<file path="config.mk">
export PLATFORM = sky130hd
export DESIGN_NAME = mem_read_arbi
export DESIGN_NICKNAME = d
export VERILOG_FILES = /design/src/rtl/mem_read_arbi_pkg.sv /design/src/rtl/mem_read_arbi_rr_grant2.sv /design/src/rtl/mem_read_arbi.sv
export SDC_FILE = /design/constraint.sdc
export NUM_CORES = 1
export LEC_CHECK = 0
export CAP_MARGIN = 20
export CORE_AREA = 2 2 350 352
export DETAILED_ROUTE_END_ITERATION = 10
export DIE_AREA = 0 0 352 354
export PLACE_DENSITY = 0.36
export SYNTH_ARGS = -nofsm -noshare
export SYNTH_HDL_FRONTEND = slang
export SYNTH_SLANG_ARGS = --single-unit
</file>
<file path="constraint.sdc">
create_clock -name ddr_clk_i -period 13.7 [get_ports ddr_clk_i]
set_clock_uncertainty 0.2 [all_clocks]
set_input_delay 2.74 -clock ddr_clk_i [delete_from_list [all_inputs] [get_ports ddr_clk_i]]
set_output_delay 2.74 -clock ddr_clk_i [all_outputs]
set_load 0.01 [all_outputs]
</file>
<file path="src/rtl/mem_read_arbi_pkg.sv">
// Shared DDR arbiter definitions: FSM encoding, default widths, burst timeout.
package mem_read_arbi_pkg;

    localparam int DDR_MEM_DATA_BITS = 256;
    localparam int DDR_ADDR_WIDTH    = 30;
    localparam int DDR_TIMEOUT       = 8000;
    localparam int DDR_LEN_BITS      = 8;
    localparam int DDR_TIMER_BITS    = 16;

    typedef enum logic [2:0] {
        ST_IDLE  = 3'd0,
        ST_CHECK = 3'd1,
        ST_BEGIN = 3'd2,
        ST_READ  = 3'd3,
        ST_END   = 3'd4
    } rd_arb_state_t;

    // A channel may only be granted when it asks and its burst has a length.
    function automatic logic burst_eligible(input logic req,
                                            input logic [DDR_LEN_BITS-1:0] len);
        return req && (len != '0);
    endfunction

endpackage

</file>
<file path="src/rtl/mem_read_arbi_rr_grant2.sv">
// Two-way round-robin grant. The grant is combinational from the eligible
// mask; last_grant only moves when the caller commits a grant, so it also
// names the owner of the burst in flight.
module mem_rr_grant2 (
    input  logic       ddr_clk_i,
    input  logic       ddr_rst_i,
    input  logic [1:0] req,
    input  logic       commit,
    output logic       grant_valid,
    output logic       grant_idx,
    output logic       last_grant
);

    // Pick the requester that was not served last when both are eligible.
    always_comb begin
        grant_valid = |req;
        grant_idx   = 1'b0;
        if (req == 2'b11) begin
            grant_idx = ~last_grant;
        end else if (req[1]) begin
            grant_idx = 1'b1;
        end
    end

    // Remember the committed winner; resets to channel 1 so channel 0 goes first.
    always_ff @(posedge ddr_clk_i or posedge ddr_rst_i) begin
        if (ddr_rst_i) begin
            last_grant <= 1'b1;
        end else if (commit && grant_valid) begin
            last_grant <= grant_idx;
        end
    end

endmodule

</file>
<file path="src/rtl/mem_read_arbi.sv">
// Read-side DDR arbiter: grants one of two client burst reads onto the DDR
// read-command port, steers returned beats to the owner and closes each
// burst with a one-cycle finish pulse.
//
// Handshake: chX_rd_ddr_req is a level held by the client until its
// chX_rd_ddr_finish pulse; rd_ddr_req is held until the controller's first
// rd_ddr_data_valid. Data strobes carry no backpressure: every cycle with
// a valid strobe is one beat. Registers are zero-delay (no clock-to-Q term).
module mem_read_arbi
    import mem_read_arbi_pkg::*;
#(
    parameter int MEM_DATA_BITS = DDR_MEM_DATA_BITS,
    parameter int ADDR_WIDTH    = DDR_ADDR_WIDTH,
    parameter int TIMEOUT       = DDR_TIMEOUT
) (
    input  logic                     ddr_clk_i,
    input  logic                     ddr_rst_i,
    // channel 0
    input  logic                     ch0_rd_ddr_req,
    input  logic [DDR_LEN_BITS-1:0]  ch0_rd_ddr_len,
    input  logic [ADDR_WIDTH-1:0]    ch0_rd_ddr_addr,
    output logic                     ch0_rd_ddr_data_valid,
    output logic [MEM_DATA_BITS-1:0] ch0_rd_ddr_data,
    output logic                     ch0_rd_ddr_finish,
    // channel 1
    input  logic                     ch1_rd_ddr_req,
    input  logic [DDR_LEN_BITS-1:0]  ch1_rd_ddr_len,
    input  logic [ADDR_WIDTH-1:0]    ch1_rd_ddr_addr,
    output logic                     ch1_rd_ddr_data_valid,
    output logic [MEM_DATA_BITS-1:0] ch1_rd_ddr_data,
    output logic                     ch1_rd_ddr_finish,
    // DDR read controller
    output logic                     rd_ddr_req,
    output logic [DDR_LEN_BITS-1:0]  rd_ddr_len,
    output logic [ADDR_WIDTH-1:0]    rd_ddr_addr,
    input  logic                     rd_ddr_data_valid,
    input  logic [MEM_DATA_BITS-1:0] rd_ddr_data,
    input  logic                     rd_ddr_finish,
    output logic                     rd_timeout,
    // observability
    output rd_arb_state_t            dbg_state
);

    localparam logic [DDR_TIMER_BITS-1:0] TIMER_LIMIT = TIMEOUT[DDR_TIMER_BITS-1:0];

    rd_arb_state_t               state;
    rd_arb_state_t               state_nxt;
    logic [1:0]                  elig;
    logic                        grant_commit;
    logic                        grant_valid;
    logic                        grant_idx;
    logic                        owner;
    logic [DDR_TIMER_BITS-1:0]   cnt_timer;
    logic                        timeout_hit;
    logic [DDR_LEN_BITS-1:0]     beat_cnt;
    logic [MEM_DATA_BITS-1:0]    data_r;
    logic                        valid_r;
    logic                        finish_d0;
    logic                        finish_d1;
    logic                        beat_fwd;

    // ------------------------------------------------------------------
    // Arbitration
    // ------------------------------------------------------------------
    assign elig[0]      = burst_eligible(ch0_rd_ddr_req, ch0_rd_ddr_len);
    assign elig[1]      = burst_eligible(ch1_rd_ddr_req, ch1_rd_ddr_len);
    assign grant_commit = (state == ST_CHECK);

    mem_rr_grant2 u_rr_grant (
        .ddr_clk_i   (ddr_clk_i),
        .ddr_rst_i   (ddr_rst_i),
        .req         (elig),
        .commit      (grant_commit),
        .grant_valid (grant_valid),
        .grant_idx   (grant_idx),
        .last_grant  (owner)
    );

    // Timer runs only while a burst is owned; overflow past the limit aborts it.
    assign timeout_hit = (state != ST_IDLE) && (state != ST_CHECK) &&
                         (cnt_timer > TIMER_LIMIT);

    // ------------------------------------------------------------------
    // FSM
    // ------------------------------------------------------------------
    // State register.
    always_ff @(posedge ddr_clk_i or posedge ddr_rst_i) begin
        if (ddr_rst_i) begin
            state <= ST_IDLE;
        end else begin
            state <= state_nxt;
        end
    end

    // Next-state logic; a timeout overrides whatever the burst was doing.
    always_comb begin
        state_nxt = state;
        unique case (state)
            ST_IDLE:  state_nxt = ST_CHECK;
            ST_CHECK: if (grant_valid) state_nxt = ST_BEGIN;
            ST_BEGIN: state_nxt = ST_READ;
            ST_READ:  if (finish_d1) state_nxt = ST_END;
            ST_END:   state_nxt = ST_IDLE;
            default:  state_nxt = ST_IDLE;
        endcase
        if (timeout_hit) begin
            state_nxt = ST_IDLE;
        end
    end

    assign dbg_state = state;

    // ------------------------------------------------------------------
    // Command side
    // ------------------------------------------------------------------
    // Latch the owner's command in BEGIN; drop the request on first data,
    // on abort, or when the burst closes without ever returning data.
    always_ff @(posedge ddr_clk_i or posedge ddr_rst_i) begin
        if (ddr_rst_i) begin
            rd_ddr_req  <= 1'b0;
            rd_ddr_len  <= '0;
            rd_ddr_addr <= '0;
        end else if (timeout_hit) begin
            rd_ddr_req  <= 1'b0;
        end else if (state == ST_BEGIN) begin
            rd_ddr_req  <= 1'b1;
            rd_ddr_len  <= owner ? ch1_rd_ddr_len  : ch0_rd_ddr_len;
            rd_ddr_addr <= owner ? ch1_rd_ddr_addr : ch0_rd_ddr_addr;
        end else if (state == ST_END) begin
            rd_ddr_req  <= 1'b0;
        end else if ((state == ST_READ) && rd_ddr_data_valid) begin
            rd_ddr_req  <= 1'b0;
        end
    end

    // Burst timer: cleared while no burst is owned, counting otherwise.
    always_ff @(posedge ddr_clk_i or posedge ddr_rst_i) begin
        if (ddr_rst_i) begin
            cnt_timer <= '0;
        end else if ((state == ST_IDLE) || (state == ST_CHECK)) begin
            cnt_timer <= '0;
        end else begin
            cnt_timer <= cnt_timer + 1'b1;
        end
    end

    // ------------------------------------------------------------------
    // Data side
    // ------------------------------------------------------------------
    // One shared data register; only the valid strobe is steered per channel.
    always_ff @(posedge ddr_clk_i or posedge ddr_rst_i) begin
        if (ddr_rst_i) begin
            data_r  <= '0;
            valid_r <= 1'b0;
        end else begin
            valid_r <= rd_ddr_data_valid;
            if (rd_ddr_data_valid) begin
                data_r <= rd_ddr_data;
            end
        end
    end

    // A registered beat is forwarded only while its burst still owes beats;
    // anything beyond the granted length is swallowed.
    assign beat_fwd = valid_r && (state == ST_READ) && (beat_cnt < rd_ddr_len);

    // Beat counter; saturates naturally at the burst length because extra
    // beats are never forwarded.
    always_ff @(posedge ddr_clk_i or posedge ddr_rst_i) begin
        if (ddr_rst_i) begin
            beat_cnt <= '0;
        end else if (state == ST_BEGIN) begin
            beat_cnt <= '0;
        end else if (beat_fwd) begin
            beat_cnt <= beat_cnt + 1'b1;
        end
    end

    // Controller finish delayed two cycles so it trails the one-cycle data path.
    always_ff @(posedge ddr_clk_i or posedge ddr_rst_i) begin
        if (ddr_rst_i) begin
            finish_d0 <= 1'b0;
            finish_d1 <= 1'b0;
        end else begin
            finish_d0 <= rd_ddr_finish && (state == ST_READ);
            finish_d1 <= finish_d0;
        end
    end

    // Channel-facing outputs steered by the burst owner.
    always_comb begin
        ch0_rd_ddr_data_valid = beat_fwd && !owner;
        ch1_rd_ddr_data_valid = beat_fwd &&  owner;
        ch0_rd_ddr_finish     = (state == ST_END) && !owner;
        ch1_rd_ddr_finish     = (state == ST_END) &&  owner;
        ch0_rd_ddr_data       = data_r;
        ch1_rd_ddr_data       = data_r;
        rd_timeout            = timeout_hit;
    end

endmodule

</file>
==> impl_metrics.toml, run 1 <==
[floorplan]
die_x_um = 352
boundaryPins = 897
initial_utilization_pct = 12.26
core_area_mm2 = 0.1209
chipHeight_um = 354
die-area_mm2 = 0.1246
row_count = 128

[synth]
synth-main-ff-cell = "dfrtp_1"
async_reset_ff_share_pct = 100.0
synth_top_area_share_pct = 54.85
netlist_area_mm2 = 0.01483
synthTopCellsByArea = "dfrtp_1 (55%), mux2_2 (19%), buf_4 (13%), mux2i_1 (2.6%), nor2_1 (1.6%)"
synth_seq_cells = 326
synth_area_per_cell_um2 = 12.85
yosysWarnings = 0
synth_cells = 1154
synth_edf_count = 0
yosysTopAreaCell = "dfrtp_1"
yosysSeqAreaShare_pct = 55.02
syn-num-nets = 1502
yosysUniqueCellTypes = 44

[clock_tree]
clock_latency_ns = 0.59
tritoncts = "yes"
cts_made_buffers = 44
clk_pin_slew_worst_paths_ns = 0.06
cts.htree.levels = 2
cts_resized = 0
post-cts-setup-buffers = 0
cts_buffer_depth = 3
clock_sinks = 326
holdBufCountCts = 0
root_buffer = "clkbuf_16"

[hold_path]
min_path_cells = 0
hold_path.class = "reg2reg"

[worst_setup_path]
reg2reg_depth = 8
endpoint_kind = "output port"
worstPathArrival_ns = 2.92
cp_top_family = "buffers and inverters"
slowest_delay_ns = 0.55
crit_required_ns = 10.76
critical_path_class = "reg2out"
slowest_stage = "clkdlybuf4s50_1"
cp_cell_sequence = "inv_1 -> ha_1 -> a21o_1 -> a2111oi_2 -> o31ai_2 -> buf_4 -> nor2_1 -> clkdlybuf4s50_1"
crit_buf_inv = 3
cp.depth = 8
start_kind = "flop"
cp_max_fo = 18

[power_and_ir_drop]
p_int_uw = 2435
swShare_pct = 31.07
clkPwrFrac_pct = 33.7
power_frac_comb_pct = 30.3
seq_power_share_pct = 36.0
power.density_mw_per_mm2 = 139.3
vdd_drop_max_mv = 0.07271
power_leakage_uw = 0.009925
switchingPower_uw = 1098

[timing]
min_period_ns = 5.857
worst_pin_slew_ns = 1.069
fin_crit_sh_pct = 42.75
drv_slew = 0
slew_headroom_pct = 28.73
timing.setup.tns_ns = 0
timing.hold.ws_ns = 0.1508
rsz0062_at_grt = "false"
hold_viol_final = 0
max_freq_mhz = 170.7
finalSetupViolCount = 0

[global_routing]
track_usage_pct = 10.94
antenna_found_initial = 31
grt_pass1_wl_um = 96430
grt_overflow = 0
grt_max_degree = 124
grt_pass1_vias = 12192

[finish]
final_cell_mix = "clkdlybuf4s50_1 (895), dfrtp_1 (325), mux2_2 (256)"
finalNonFillerCells = 3478
layout-drive-gt1-share_pct = 18.78
final_common_cell = "clkdlybuf4s50_1"
fill_cells = 12936
final_nets = 2152
area_delta_synth_final_pct = 71.07

[route]
drt-total-wl_um = 70890
vias_per_cell = 3.256
drt_iter0_markers = 382
ant_nets = 0
routedWlPerCell_um = 20.38
dr.pass1.iters = 4
drc_errors = 0
via_count = 11325

[placement]
gp_congestion = 0.7672
port_buffers = 896
dp_hpwl_um = 55890
dpl.cell_count = 3382

[status]
status = "finished, final reports clean"

[flow_run]
maxCapViolations = 0
cells in the mapped netlist (2+ instances only):
library cell	n
o21ai_0	6
or3_1	6
nand4_1	4
nand2b_1	3
clkbuf_1	40
mux2i_1	38
mux2_2	256
nand2_1	14
xor2_1	10
ha_1	10
nor2_1	63
nor3_1	2
o31ai_1	2
a21boi_0	2
nor4_1	6
nor3b_1	3
buf_2	6
a41oi_1	2
xnor2_1	4
inv_1	16
nand3_1	12
or4_1	2
buf_4	256
dfrtp_1	325
and3_1	2
a21oi_1	44
and4_1	2
a21o_1	2
layer usage:
layer	wire [um]	share of wire, %	track usage, %	vias up
met3	6088	8.6	3.918	119
met4	2342	3.3	4.223	8
li1	-	-	-	5010
met5	54	0.076	0	-
met2	35570	50	19.04	589
met1	26840	38	12.15	5599
metrics by stage:
step           power (uW)  utilization, %  setup WS, ns  area (um^2)
6_report             3533           20.98         7.843        25370
5_1_grt              3745           20.96         7.644        25340
4_1_cts              3634           20.92         7.735        25300
3_5_place_dp         2386           19.70         8.001        23820
3_3_place_gp         2384           19.70         8.085        23820
2_1_floorplan        1775               -         1.735        14830
worst register-to-register path, cell delays in order, from the launching register on:
cell       delay [ns]
dfrtp_1          0.37
inv_1            0.06
ha_1             0.30
a21o_1           0.19
a2111oi_2        0.42
o31ai_2          0.12
buf_4            0.21
or4_1            0.51
a21oi_1          0.15
cell families after synthesis:
family,share of synthesized area [%]
xor gates and xnor gates,0.8269
AOI/OAI and AO/OA,2.658
and+or+nand+nor,4.034
DFF,55.02
muxes,22.01
adders and majority gates,0.8438
buffers and inverters,14.61
power by group through the flow:
stage | Sequential (uW) | Combinational, uW | Clock [uW]
after global routing | 1300 | 1150 | 1290
after detailed placement | 1290 | 1090 | 0
after CTS | 1280 | 1100 | 1260
final | 1270 | 1070 | 1190
after floorplan | 1290 | 484 | 0
after global placement | 1290 | 1100 | 0
state kept, by name, summed over array words and instances, names as in the netlist:
register,count
ch0_rd_ddr_data,256
rd_ddr_addr,30
cnt_timer,16
beat_cnt,8
rd_ddr_len,8
dbg_state,3
finish_d0,1
finish_d1,1
rd_ddr_req,1
u_rr_grant.last_grant,1
valid_r,1
path summary, 6_finish.rpt:
| kind | startpoint | endpoint | slack [ns] |
|---|---|---|---|
| max in group asynchronous | ddr_rst_i | ch0_rd_ddr_data[222] | 8.58 |
| worst max-delay path | rd_ddr_len[6] | ch0_rd_ddr_data_valid | 7.84 |
| worst max register to register | rd_ddr_len[6] | beat_cnt[5] | 11.10 |
| min in group asynchronous | ddr_rst_i | ch0_rd_ddr_data[216] | 2.42 |
| worst min-delay path | finish_d0 | finish_d1 | 0.15 |
| worst min register to register | finish_d0 | finish_d1 | 0.15 |
area by class of cell:
| cell class | instances | area (um^2) | area share (%) |
|---|---|---|---|
| clock buffers | 65 | 1300 | 5.125 |
| repair buffers | 907 | 9089 | 35.83 |
| inverters | 16 | 67.56 | 0.2664 |
| clock inverters | 14 | 173.9 | 0.6856 |
| diodes | 16 | 40.04 | 0.1578 |
| well taps | 1625 | 2033 | 8.016 |
| flip-flops and latches | 326 | 8159 | 32.17 |
| multi-input cells | 509 | 4503 | 17.75 |
Note: power is estimated with default switching activity, not from simulation.
==> inputs of run 2 (changes only) <==
--- a/config.mk
+++ b/config.mk
@@ -6,10 +6,10 @@
 export NUM_CORES = 1
 export LEC_CHECK = 0
 export CAP_MARGIN = 20
-export CORE_AREA = 2 2 350 352
+export CORE_AREA = 2 2 349 351
 export DETAILED_ROUTE_END_ITERATION = 10
-export DIE_AREA = 0 0 352 354
-export PLACE_DENSITY = 0.36
+export DIE_AREA = 0 0 351 353
+export PLACE_DENSITY = 0.37
 export SYNTH_ARGS = -nofsm -noshare
 export SYNTH_HDL_FRONTEND = slang
 export SYNTH_SLANG_ARGS = --single-unit
==> constraint.sdc (replaced) <==
create_clock -name ddr_clk_i -period 4.89 [get_ports ddr_clk_i]
set_clock_uncertainty 0.2 [all_clocks]
set_input_delay 0.978 -clock ddr_clk_i [delete_from_list [all_inputs] [get_ports ddr_clk_i]]
set_output_delay 0.978 -clock ddr_clk_i [all_outputs]
set_load 0.01 [all_outputs]
==> run 2 against run 1 <==
Utilization rose by 0.14 points. Die area fell by 0.57%. Clock power rose to 2.7 times the previous value. Critical path depth did not move. Critical endpoint unchanged. Setup slack got worse by 7.2 ns. Highest routed layer unchanged.
==> impl_metrics.toml, run 2 (synthesized netlist as in run 1, its figures left out) <==
[clock_tree]
cts_resized = 0
cts_buffer_depth = 3
clock_sinks = 326
holdBufCountCts = 0
tritoncts = "yes"
root_buffer = "clkbuf_16"
post-cts-setup-buffers = 0
cts_made_buffers = 44
cts.htree.levels = 2
clk_pin_slew_worst_paths_ns = 0.06
clock_latency_ns = 0.59

[route]
wl_met3_um = 5390
drt-total-wl_um = 70470
drt_iter0_markers = 465
drc_errors = 0
via_count = 11382
route.met2.wl_um = 35300
vias_per_cell = 3.262
routed.top_layer = "met5"
routedWlPerCell_um = 20.20
ant_nets = 0
wl_met1_um = 27960
dr.pass1.iters = 5

[placement]
dp_hpwl_um = 56750
port_buffers = 896
gp_congestion = 0.7913
place_ws_ns = 1.274

[timing]
worst_pin_slew_ns = 0.9656
max_freq_mhz = 236.8
finalSetupViolCount = 0
rsz0062_at_grt = "false"
slew_headroom_pct = 35.49
worst_slack_ns = 0.6673
drv_slew = 0
min_period_ns = 4.223
hold_viol_final = 0
fin_crit_sh_pct = 86.35

[power_and_ir_drop]
power.density_mw_per_mm2 = 387.3
power_frac_comb_pct = 30.9
vdd_drop_max_mv = 0.1930
power_leakage_uw = 0.01000
switchingPower_uw = 3069
swShare_pct = 31.11
seq_power_share_pct = 36.1
clkPwrFrac_pct = 33.0
p_int_uw = 6797

[finish]
final_nets = 2167
fill_cells = 12877
final_cell_mix = "clkdlybuf4s50_1 (895), dfrtp_1 (325), mux2_2 (256)"
largest_reg_flops = 256
area_delta_synth_final_pct = 71.77
layout-drive-gt1-share_pct = 19.29
final_util_pct = 21.12
multiInputGateArea_mm2 = 0.004503
register_area_mm2 = 0.008159
final_common_cell = "clkdlybuf4s50_1"

[worst_setup_path]
crit_required_ns = 3.71
cp_top_family = "compound AO/OA/AOI/OAI gates"
cp_cell_sequence = "inv_1 -> ha_1 -> a21o_1 -> a2111oi_2 -> o31ai_2 -> buf_4 -> nor2_1 -> clkdlybuf4s50_1"
r2r-start = "rd_ddr_len[6]"
critical_path_class = "reg2out"
slowest_delay_ns = 0.55
worstPathArrival_ns = 3.04
cp_max_fo = 10
start_kind = "flop"
reg2reg_to = "beat_cnt[5]"
r2r_slack_ns = 2.16
slowest_stage = "clkdlybuf4s50_1"
reg2reg_depth = 8
endpoint_kind = "output port"
critPathLaunch = "rd_ddr_len[6]"
crit_buf_inv = 3

[flow_run]
maxCapViolations = 0

[floorplan]
initial_utilization_pct = 12.30
boundaryPins = 897
die-area_mm2 = 0.1239
core_area_mm2 = 0.1206
chipHeight_um = 353
row_count = 128
die_x_um = 351

[global_routing]
antenna_found_initial = 35
grt_max_degree = 81
track_usage_pct = 10.95
grt_pass1_wl_um = 95560
grt_overflow = 0
grt_pass1_vias = 12258

[status]
status = "finished, final reports clean"

[hold_path]
min_path_cells = 0
hold_path_end = "finish_d1"
min-delay-start = "finish_d0"
hold_path.class = "reg2reg"
==> run 2: layer usage <==
layer / track usage [%] / up-vias
met2: 18.98 / 564
li1: - / 5023
met5: 0 / -
met4: 3.485 / 2
met3: 2.623 / 107
met1: 13.25 / 5686
==> run 2: power by group through the flow <==
stage | registers (uW) | logic [uW] | clock network, uW
final | 3560 | 3050 | 3260
after detailed placement | 3620 | 3090 | 0
after global routing | 3640 | 3280 | 3540
after floorplan | 3620 | 1360 | 0
after global placement | 3600 | 3110 | 0
after CTS | 3580 | 3110 | 3440
==> run 2: final cells by class <==
cell class	instances	area share, %
Timing Repair Buffer	922	36.24
Sequential cell	326	32.03
Multi-Input combinational cell	509	17.68
Tap cell	1625	7.983
Clock buffer	66	5.168
Clock inverter	12	0.5158
Inverter	16	0.2505
Antenna cell	13	0.1277
==> run 2: worst max-delay path by stage <==
stage / endpoint / slack (ns) / cells past startpoint
after floorplan: beat_cnt[0] / -0.64 / 1
after global placement: ch0_rd_ddr_data_valid / 1.29 / 6
after detailed placement: ch0_rd_ddr_data_valid / 1.27 / 6
after CTS: ch0_rd_ddr_data_valid / 0.58 / 6
after global routing: ch0_rd_ddr_data_valid / 0.44 / 8
final: ch0_rd_ddr_data_valid / 0.67 / 8
==> run 2: per-stage QoR <==
step           total power [uW]  setup TNS [ns]  hold WS, ns  cells  instance area (um^2)
2_1_floorplan              4973         -207.32       0.1312   1154                 14830
3_3_place_gp               6708               0       0.1334   3397                 23980
3_5_place_dp               6710               0       0.1411   3397                 23980
4_1_cts                   10130               0       0.1541   3475                 25430
5_1_grt                   10460               0       0.1649   3481                 25450
6_report                   9866               0       0.1492   3489                 25470
==> patch, RTL diff (settings of run 2) <==
Register the input `ch1_rd_ddr_addr` before use, cleared by the reset. The logic sees it one clock later. The other inputs are not delayed to match.
--- a/src/rtl/mem_read_arbi.sv
+++ b/src/rtl/mem_read_arbi.sv
@@ -45,2 +45,12 @@
 
+    logic [ADDR_WIDTH-1:0] ch1_rd_ddr_addr_q;
+
+    always_ff @(posedge ddr_clk_i or posedge ddr_rst_i) begin
+        if (ddr_rst_i) begin
+            ch1_rd_ddr_addr_q <= '0;
+        end else begin
+            ch1_rd_ddr_addr_q <= ch1_rd_ddr_addr;
+        end
+    end
+
     rd_arb_state_t               state;
@@ -127,3 +137,3 @@
             rd_ddr_len  <= owner ? ch1_rd_ddr_len  : ch0_rd_ddr_len;
-            rd_ddr_addr <= owner ? ch1_rd_ddr_addr : ch0_rd_ddr_addr;
+            rd_ddr_addr <= owner ? ch1_rd_ddr_addr_q : ch0_rd_ddr_addr;
         end else if (state == ST_END) begin
Behaviour: not the same (Yosys sat finds a counterexample within 4 cycles, from zero or initial values and one cycle with ddr_rst_i high).
==> patch against run 2 <==
Count of clock-buffer cells in the layout did not move. Sequential share of layout area rose by 1.8 points. Total power rose by 4.6%. Global-route usage fell by 0.098 points. Register-to-register slack improved by 0.25 ns. Sequential cell count rose by 30. Final area rose by 3.3%. Critical path type unchanged. Routed wire length fell by 1.2%. Via count barely moved. Synthesized area rose by 4.9%. Non-clock buffer count fell by 2. Worst setup slack improved by 0.077 ns.
==> patch: results (changes against run 2) <==
- The maximum vdd drop is 0.2135 mV (+11%).
- In the synthesized netlist, the cells that appear most often are dfrtp_1 (355), buf_4 (256), mux2_2 (256).
- The wire length of the first global-routing pass came to 95,510 um (about the same).
- The cell sitting at the root of the clock tree is a clkbuf_16.
- The share of flip-flops with an asynchronous set or reset after synthesis is 100.0% (unchanged).
- The number of fill cells in the layout is 12,900 (+0.19%).
- The post-layout minimum cycle time is 4.146 ns (-0.07695 ns).
- The mean post-synth cell area was 13.17 um^2 (+2.5%).
- In this run the worst hold path is classified as reg2reg.
- The all-layer global routing usage is 10.86% (-0.098 points).
- The total wirelength of the detailed-routed design was 69,650 um (-1.2%).
- In this run the most critical hold path is launched from finish_d0.
- Tracing the worst setup path back leads to its startpoint at beat_cnt[2].
- The number of antenna violations at the first check in global routing is 24 (-31%).
- The startpoint of the most critical register-to-register path is beat_cnt[2].
- The share of cells above drive strength 1 is 19.09% (-0.20 points).
- Ranked by total cell area, the synthesized netlist is headed by dfrtp_1 (57%), mux2_2 (19%), buf_4 (12%).
- The level count of the clock H-tree is 2 (unchanged).
- In this run the critical register-to-register path is captured at beat_cnt[5].
- The data arrival time of the worst path came to 2.97 ns (-0.07 ns).
- The leakage power is 10.38 nW (+3.8%).
- The count of input and output buffers came to 896 (unchanged).
- The worst hold margin is 0.1595 ns (+0.01028 ns).
- The worst hold path terminates at finish_d1.
- The post-synthesis net count is 1,529 (+1.8%).
- The violation count after the first detailed-route iteration is 309 (-34%).
- The wire length per cell after detailed routing came to 19.81 um (-1.9%).
- The pin count of the biggest net entering global routing is 102 (+26%).
- The number of clock buffers inserted by TritonCTS is 47 (+6.8%).
- The worst-case headroom to the max-slew limit was 42.17% (+6.7 points).
- The number of distinct library cells after synthesis is 41 (-6.8%).
- The number of cells traversed by the worst hold path was 0 (unchanged).
- The sequential cell area fraction in the yosys report is 57.27% (+2.2 points).
- The maximum clock insertion buffer count came to 3 (unchanged).
- The post-place instance area came to 24,740 um^2 (+3.1%).
- The via count normalized by instance count is 3.237 (-0.78%).
- The flow ran to the end, and the final reports show no timing, DRC or antenna violations.
- The cell depth of the worst flop-to-flop path came to 6 (-2).
- The highest fanout seen on the critical path is 18 (+8).
- The HPWL after detailed placement was 54,890 um (-3.3%).
- The final instance area is 26,310 um^2 (+3.3%).
- The placer's final routability congestion estimate came to 0.7834 (-1.0%).
- The final net count is 2,196 (+1.3%).
- The number of flip-flops under the largest register name is 256 (unchanged).
- The via count of the first global-routing pass came to 12,300 (+0.33%).
- The register-to-register setup slack is 2.41 ns (+0.25 ns).
- The share of the core filled with cells in the final layout is 21.82% (+0.70 points).
- The capture point of the critical path is ch0_rd_ddr_data_valid.
- The worst slack at placement is 1.340 ns (+0.06616 ns).
- The clock-pin slew on the worst setup and hold paths was 0.06 ns (about the same).
- The number of cells in the design after placement is 3,424 (+0.79%).
==> patch: cell count changes after synthesis, moves of 4 or more <==
cell            run 2  this run
nor2_1             63        67
nand2_1            14         9
dfrtp_1           325       355
nand3_1            12        18
==> patch: area by class of cell <==
cell class | instances | share of cell area [%]
Multi-Input combinational cell | 507 | 17.06
Tap cell | 1625 | 7.727
Clock inverter | 16 | 0.8606
Timing Repair Buffer | 920 | 35.12
Sequential cell | 356 | 33.86
Antenna cell | 9 | 0.08559
Inverter | 16 | 0.2425
Clock buffer | 66 | 5.045
==> patch: routing by layer <==
metal | routed length, um | track usage (%) | vias to the layer above
met5 | 46 | 0 | -
met4 | 1686 | 3.305 | 6
met3 | 4815 | 2.613 | 99
met2 | 36670 | 19.61 | 469
met1 | 26430 | 12.52 | 5706
li1 | - | - | 5097
==> patch: cell families after synthesis <==
family	after synthesis	share of synthesized area [%]
DFF	356	57.27
buffers and inverters	318	13.92
muxes	294	20.97
and+or+nand+nor	121	3.587
AOI/OAI and AO/OA	68	2.662
xor gates and xnor gates	14	0.7881
adders and majority gates	10	0.8042
==> patch: where the power goes <==
part,internal [mW],switching [mW]
logic,1.70,1.30
clock network,2.15,1.38
registers,3.38,0.416
total,7.22,3.10
==> patch: worst max-delay path, stage by stage (launching register included) <==
cell and delay (ns):
dfrtp_1 0.43, ha_1 0.29, or3_1 0.35, a21oi_1 0.27
o311ai_4 0.30, nor2_1 0.18, clkdlybuf4s50_1 0.55
